[config.mk]
export PLATFORM = sky130hd
export DESIGN_NAME = pcm_frame_packer
export DESIGN_NICKNAME = d
export VERILOG_FILES = /design/src/rtl/pdm_pkg.sv /design/src/rtl/busy_edge_sync.sv /design/src/rtl/pcm_frame_packer.sv
export SDC_FILE = /design/constraint.sdc
export NUM_CORES = 1
export LEC_CHECK = 0
export ABC_CLOCK_PERIOD_IN_PS = 2900
export BUFFER_PORTS_ARGS = -buffer_cell sky130_fd_sc_hd__buf_2
export CORE_MARGIN = 4
export CORE_UTILIZATION = 50
export DETAILED_ROUTE_END_ITERATION = 10
export PLACE_DENSITY = 0.87
export RECOVER_POWER = 25
export SYNTH_ARGS = -nofsm -noshare
export SYNTH_HDL_FRONTEND = slang
export SYNTH_HIERARCHICAL = 1
export SYNTH_SLANG_ARGS = --single-unit
[constraint.sdc]
create_clock -name clk -period 2.9 [get_ports clk]
set_input_delay 0.145 -clock clk [delete_from_list [all_inputs] [get_ports clk]]
set_output_delay 0.145 -clock clk [all_outputs]
set_load 0.005 [all_outputs]
[src/rtl/pdm_pkg.sv]
// Shared types and constants for the PCM frame packer and its SPI-side helpers.
package pdm_pkg;

  // Write-side FSM states.
  typedef enum logic [0:0] {
    IDLE,
    EMIT
  } packer_state_t;

  // Sync byte that leads each frame when the header is enabled.
  localparam logic [7:0] FRAME_SYNC = 8'hA5;

  // Width of the saturating drop counter.
  localparam int unsigned DROP_CNT_W = 16;

  // Index width for a counter over n items, never narrower than one bit.
  function automatic int unsigned idx_width(input int unsigned n);
    return (n > 1) ? $clog2(n) : 1;
  endfunction

endpackage

[src/rtl/busy_edge_sync.sv]
// Three-flop synchroniser for an asynchronous level plus a rising-edge detector.
// The edge is taken between the second and third flop so the detector never
// sees the possibly metastable first stage.
module busy_edge_sync (
  input  logic clk,
  input  logic rst,
  input  logic async_in,
  output logic rise
);

  logic [2:0] sync_q;

  // Shift the asynchronous level through the synchroniser chain.
  always_ff @(posedge clk) begin
    if (rst) begin
      sync_q <= '0;
    end else begin
      sync_q <= {sync_q[1:0], async_in};
    end
  end

  assign rise = sync_q[1] & ~sync_q[2];

endmodule

[src/rtl/pcm_frame_packer.sv]
// Multi-channel PCM frame packer: latches one sample per channel, writes the set
// as an interleaved little-endian byte frame to an external FIFO, and serves
// FIFO bytes to the SPI slave on each transfer start.
// Build option: define PACKER_HEADER_EN to prefix every frame with a sync byte
// and an 8-bit sequence number.
module pcm_frame_packer
  import pdm_pkg::*;
#(
  parameter int unsigned NUM_CHANNELS = 2,
  parameter int unsigned SAMPLE_WIDTH = 16,
  parameter int unsigned FREE_WIDTH   = 20,
  parameter logic [7:0]  FILL_BYTE    = 8'h00
) (
  input  logic                                 clk,
  input  logic                                 rst,
  input  logic                                 sample_valid,
  input  logic [NUM_CHANNELS*SAMPLE_WIDTH-1:0] sample_data,
  output logic                                 fifo_wr_en,
  output logic [7:0]                           fifo_wr_data,
  input  logic                                 fifo_full,
  input  logic [FREE_WIDTH-1:0]                fifo_free,
  output logic                                 fifo_rd_en,
  input  logic [7:0]                           fifo_rd_data,
  input  logic                                 fifo_empty,
  input  logic                                 spi_busy,
  output logic [7:0]                           tx_data,
  output logic                                 tx_valid,
  input  logic                                 stat_clr,
  output logic [15:0]                          drop_count,
  output logic                                 overrun
);

  localparam int unsigned BYTES_PER_SAMPLE = (SAMPLE_WIDTH + 7) / 8;
`ifdef PACKER_HEADER_EN
  localparam int unsigned HDR_BYTES = 2;
`else
  localparam int unsigned HDR_BYTES = 0;
`endif
  localparam int unsigned FRAME_BYTES = NUM_CHANNELS * BYTES_PER_SAMPLE + HDR_BYTES;
  localparam int unsigned IDX_W       = idx_width(FRAME_BYTES);
  localparam int unsigned DATA_W      = NUM_CHANNELS * SAMPLE_WIDTH;
  localparam int unsigned CMP_W       = (FREE_WIDTH > 32) ? FREE_WIDTH : 32;

  localparam logic [IDX_W-1:0] LAST_IDX        = IDX_W'(FRAME_BYTES - 1);
  localparam logic [CMP_W-1:0] FRAME_BYTES_CMP = CMP_W'(FRAME_BYTES);

  // ---------------------------------------------------------------------------
  // Write side
  // ---------------------------------------------------------------------------

  packer_state_t          state_q, state_d;
  logic [IDX_W-1:0]       idx_q, idx_d;
  logic [DATA_W-1:0]      shadow_q, shadow_d;
  logic [DROP_CNT_W-1:0]  drop_cnt_q, drop_cnt_d;
  logic                   overrun_q, overrun_d;

  logic                   space_ok;
  logic                   drop;
  logic                   wr_fire;
  logic [7:0]             frame_bytes [FRAME_BYTES];
  logic [7:0]             cur_byte;

  // Whole-frame admission: a frame is only started if every byte already fits.
  assign space_ok = CMP_W'(fifo_free) >= FRAME_BYTES_CMP;

`ifdef PACKER_HEADER_EN
  logic [7:0] seq_q;

  // Sequence advances when a frame's last byte is written, so drops never consume a number.
  always_ff @(posedge clk) begin
    if (rst) begin
      seq_q <= 8'd0;
    end else if (wr_fire && (idx_q == LAST_IDX)) begin
      seq_q <= seq_q + 8'd1;
    end
  end
`endif

  // Lay the shadowed samples out as sign-extended little-endian bytes, channel 0 first.
  always_comb begin
    for (int b = 0; b < FRAME_BYTES; b++) begin
      frame_bytes[b] = 8'h00;
    end
    for (int c = 0; c < NUM_CHANNELS; c++) begin
      for (int k = 0; k < BYTES_PER_SAMPLE * 8; k++) begin
        // Bits above the sample width replicate the sample's sign bit.
        frame_bytes[HDR_BYTES + c * BYTES_PER_SAMPLE + k / 8][k % 8] =
            shadow_q[c * SAMPLE_WIDTH + ((k < SAMPLE_WIDTH) ? k : SAMPLE_WIDTH - 1)];
      end
    end
`ifdef PACKER_HEADER_EN
    frame_bytes[0] = FRAME_SYNC;
    frame_bytes[1] = seq_q;
`endif
  end

  assign cur_byte = frame_bytes[idx_q];

  // Write FSM next state: admit or drop in IDLE, stream one byte per non-full cycle in EMIT.
  always_comb begin
    state_d  = state_q;
    idx_d    = idx_q;
    shadow_d = shadow_q;
    drop     = 1'b0;
    wr_fire  = 1'b0;
    case (state_q)
      IDLE: begin
        if (sample_valid) begin
          if (space_ok) begin
            shadow_d = sample_data;
            idx_d    = '0;
            state_d  = EMIT;
          end else begin
            drop = 1'b1;
          end
        end
      end
      EMIT: begin
        // A new set arriving mid-frame is dropped; the frame in flight stays intact.
        drop = sample_valid;
        if (!fifo_full) begin
          wr_fire = 1'b1;
          if (idx_q == LAST_IDX) begin
            state_d = IDLE;
          end else begin
            idx_d = idx_q + 1'b1;
          end
        end
      end
      default: state_d = IDLE;
    endcase
  end

  // Write FSM state, byte index and sample shadow.
  always_ff @(posedge clk) begin
    if (rst) begin
      state_q  <= IDLE;
      idx_q    <= '0;
      shadow_q <= '0;
    end else begin
      state_q  <= state_d;
      idx_q    <= idx_d;
      shadow_q <= shadow_d;
    end
  end

  assign fifo_wr_en   = wr_fire;
  assign fifo_wr_data = wr_fire ? cur_byte : 8'h00;

  // ---------------------------------------------------------------------------
  // Statistics
  // ---------------------------------------------------------------------------

  // Clear takes priority over a coincident drop; the counter saturates at all-ones.
  always_comb begin
    drop_cnt_d = drop_cnt_q;
    overrun_d  = overrun_q;
    if (stat_clr) begin
      drop_cnt_d = '0;
      overrun_d  = 1'b0;
    end else if (drop) begin
      overrun_d = 1'b1;
      if (drop_cnt_q != '1) begin
        drop_cnt_d = drop_cnt_q + 1'b1;
      end
    end
  end

  // Statistics registers.
  always_ff @(posedge clk) begin
    if (rst) begin
      drop_cnt_q <= '0;
      overrun_q  <= 1'b0;
    end else begin
      drop_cnt_q <= drop_cnt_d;
      overrun_q  <= overrun_d;
    end
  end

  assign drop_count = drop_cnt_q;
  assign overrun    = overrun_q;

  // ---------------------------------------------------------------------------
  // Read side
  // ---------------------------------------------------------------------------

  logic       busy_rise;
  logic       rd_en_q;
  logic       rd_wait_q;
  logic [7:0] tx_data_q;
  logic       tx_valid_q;

  busy_edge_sync u_busy_sync (
    .clk      (clk),
    .rst      (rst),
    .async_in (spi_busy),
    .rise     (busy_rise)
  );

  // Serve one byte per transfer start: fill byte when empty, else a one-cycle FIFO read.
  always_ff @(posedge clk) begin
    if (rst) begin
      rd_en_q    <= 1'b0;
      rd_wait_q  <= 1'b0;
      tx_data_q  <= FILL_BYTE;
      tx_valid_q <= 1'b0;
    end else begin
      rd_en_q    <= 1'b0;
      tx_valid_q <= 1'b0;
      // Read data is valid the cycle after the strobe.
      rd_wait_q  <= rd_en_q;
      if (rd_wait_q) begin
        tx_data_q  <= fifo_rd_data;
        tx_valid_q <= 1'b1;
      end else if (busy_rise && !rd_en_q) begin
        if (fifo_empty) begin
          tx_data_q  <= FILL_BYTE;
          tx_valid_q <= 1'b1;
        end else begin
          rd_en_q <= 1'b1;
        end
      end
    end
  end

  assign fifo_rd_en = rd_en_q;
  assign tx_data    = tx_data_q;
  assign tx_valid   = tx_valid_q;

endmodule

==> results_dict.tcl <==
set metrics [dict create \
    power_leakage_nw 1.49 \
    yosysUniqueCellTypes 41 \
    critical_path_arrival_ps 1930 \
    grt_overflow 0 \
    status "finished, final reports clean" \
    fin_cells 511 \
    cpPeakStageDelay_ps 720 \
    hold_buffers 0 \
    clock_path_buffers 2 \
    drv_cap 0 \
    viasPerCell 5.57 \
    grt_max_degree 56 \
    dp_slack_ps 905 \
    tightest_slew_ps 976 \
    cts_tree "done" \
    grt_setup_unrepaired "no" \
    critPathMaxFanout 10 \
    fp.dieW_um 84.3 \
    synth_area_sq_um 2910 \
    drt_first_iter_violations 159 \
    grtUsageMet3_pct 5.89 \
    slowest_stage "dfxtp_1" \
    post_drt_wl_per_cell_um 14.6 \
    fp.dieH_um 84.3 \
    first_pass_iters 5 \
    drc 0 \
    ys_warn_count 6 \
    busiest_layer "met2" \
    layout.cells.most_common_list "buf_2, nand2_1, dfxtp_1, a21oi_1, nor2_1" \
    routed_wirelength_um 7460 \
    die_area_sq_um 7110 \
    grtUsageTotal_pct 21.9 \
    vias 2844 \
    worst_path_dominant_cell_family "flip-flops" \
    ys_ff_latch 66 \
    synth_nets 411 \
    min_period_ps 2080 \
    yosysSeqAreaShare_pct 45.3 \
    cts_buffers 9 \
    min-delay-path-class "input port to flop" \
    grt_pass1_wl_um 12800 \
    powerDensity_nw_per_um2 524 \
    drive_gt1_share_pct 27.6 \
    maxSlewHeadroom_pct 35.0 \
    min_period_over_period_pct 71.6 \
    crit_type "flop to output pin" \
    antenna_found_initial 0 \
    syn_area_per_cell_sq_um 8.52 \
    clk_latency_ps 340 \
    cts_root_buf "clkbuf_8" \
    first_global_vias 2874 \
    use_met1_pct 25.8 \
    final.setup.worst_slack_ps 825 \
    cts_htree_levels 3 \
    io_buffers 100 \
    hold_violations 0 \
    grt_use_met2_pct 37.8 \
    dp_hpwl_um 5220 \
    placedCellCount 496 \
    syn_to_final_growth_pct 23.9 \
    path_cells "mux4_2 > nor2b_1 > buf_2" \
    final_common_cell "buf_2" \
    cts_sinks 66 \
    tns_ps 0 \
    initial_core_util_pct 52.3 \
    ys.flop_type "dfxtp_1" \
    synth_cells 342 \
    gp_congestion 0.824 \
    drv_slew 0 \
    ant_nets 0 \
    cts_setup_buffers 0 \
    clk_pin_slew_ps 70 \
    synth_edf_count 0 \
    rows 27 \
    cts_resized 0 \
    start_kind "flop" \
    peakVddDrop_mv 0.336 \
    crit_buf_inv 1 \
    io_pins 103 \
    fin_util_pct 64.8 \
    required_ps 2760 \
    crit_path_end_kind "output pin" \
    fmaxAchievable_ghz 0.482 \
    antenna_cells 0 \
    fin_nets 504 \
    core_sq_um 5570 \
    fin_worst_skew_ps 10.4 \
    setup_viol 0 \
    synthArstFlopShare_pct 0 \
]
[synthesized netlist by cell type (3+ instances only)]
cell | instances | area, sq um
mux4_2 | 8 | 180
a22oi_1 | 8 | 60.1
o21ai_0 | 8 | 40.0
o41ai_1 | 4 | 35.0
nor3_1 | 4 | 20.0
clkbuf_1 | 12 | 45.0
nand2_1 | 73 | 274
and4_1 | 4 | 35.0
inv_1 | 7 | 26.3
dfxtp_1 | 66 | 1320
a21oi_1 | 46 | 230
nor2_1 | 22 | 82.6
nand3_1 | 5 | 25.0
and3_1 | 4 | 25.0
nand4_1 | 10 | 62.6
or3_1 | 9 | 56.3
nor4_1 | 4 | 25.0
buf_2 | 7 | 35.0
nor2b_1 | 11 | 68.8
and2_1 | 3 | 18.8
[registers in the layout, summed over array words and instances, names as in the netlist]
| signal | count |
|---|---|
| drop_count | 16 |
| fifo_rd_en | 1 |
| idx_q | 2 |
| overrun | 1 |
| rd_wait_q | 1 |
| shadow_q | 32 |
| state_q | 1 |
| tx_data | 8 |
| tx_valid | 1 |
| u_busy_sync/sync_q | 3 |
[worst paths after layout]
kind	start	endpoint	slack, ps	cells after the start
worst max register to register	drop_count[0]$_SDFFE_PP0P_	drop_count[7]$_SDFFE_PP0P_	880	6
worst min register to register	u_busy_sync/sync_q[0]$_SDFF_PP0_	u_busy_sync/sync_q[1]$_SDFF_PP0_	450	1
worst max-delay path	idx_q[0]$_SDFFE_PP0P_	fifo_wr_data[2]	820	3
worst min-delay path	sample_data[14]	shadow_q[14]$_SDFFE_PP0P_	40	3
[cell type report]
cell class	instances	area, sq um
flip-flops and latches	66	1320
repair buffers	102	502
well taps	72	90.1
clock buffers	10	138
multi-input cells	249	1480
clock inverters	5	55.1
inverters	7	26.3
fillers	513	1960
[report_power, final]
group | internal [mW] | total, mW | switching (mW)
clock | 0.412 | 0.759 | 0.347
combinational | 0.0801 | 0.172 | 0.0915
sequential | 0.939 | 0.960 | 0.0215
total | 1.43 | 1.89 | 0.460
[cells by family (layout without fill, tap and decap cells)]
family	count (synthesis)	count (layout)	synth area share (%)
XOR/XNOR	1	1	0.301
multiplexers	10	10	6.87
flip-flops	66	66	45.3
adder cells (fa/ha/maj)	2	2	0.859
AND/OR/NAND/NOR	156	156	25.6
AO/OA/AOI/OAI	80	80	17.0
buffers and inverters	27	124	4.04
[worst reg2reg max path, delay by kind of cell, from the launching register on]
family / cells / cell delay (ps)
fa+ha+maj: 1 / 350
flops: 1 / 360
simple gates: 3 / 750
compound gates: 2 / 500
[metrics by stage]
stage	hold WS, ps	area [sq um]	power, mW
3_3_place_gp	386	3430	1.15
4_1_cts	23.3	3620	1.91
6_report	36.5	3610	1.89
3_5_place_dp	386	3430	1.15
2_1_floorplan	217	2910	1.08
5_1_grt	28.1	3610	1.98
[routing by layer]
| layer | routed length (um) | share of wire, % |
|---|---|---|
| met1 | 3030 | 41 |
| met2 | 3780 | 51 |
| met3 | 523 | 7.0 |
| met4 | 136 | 1.8 |
| met5 | 0 | 0 |
(Power assumes the default switching activity.)
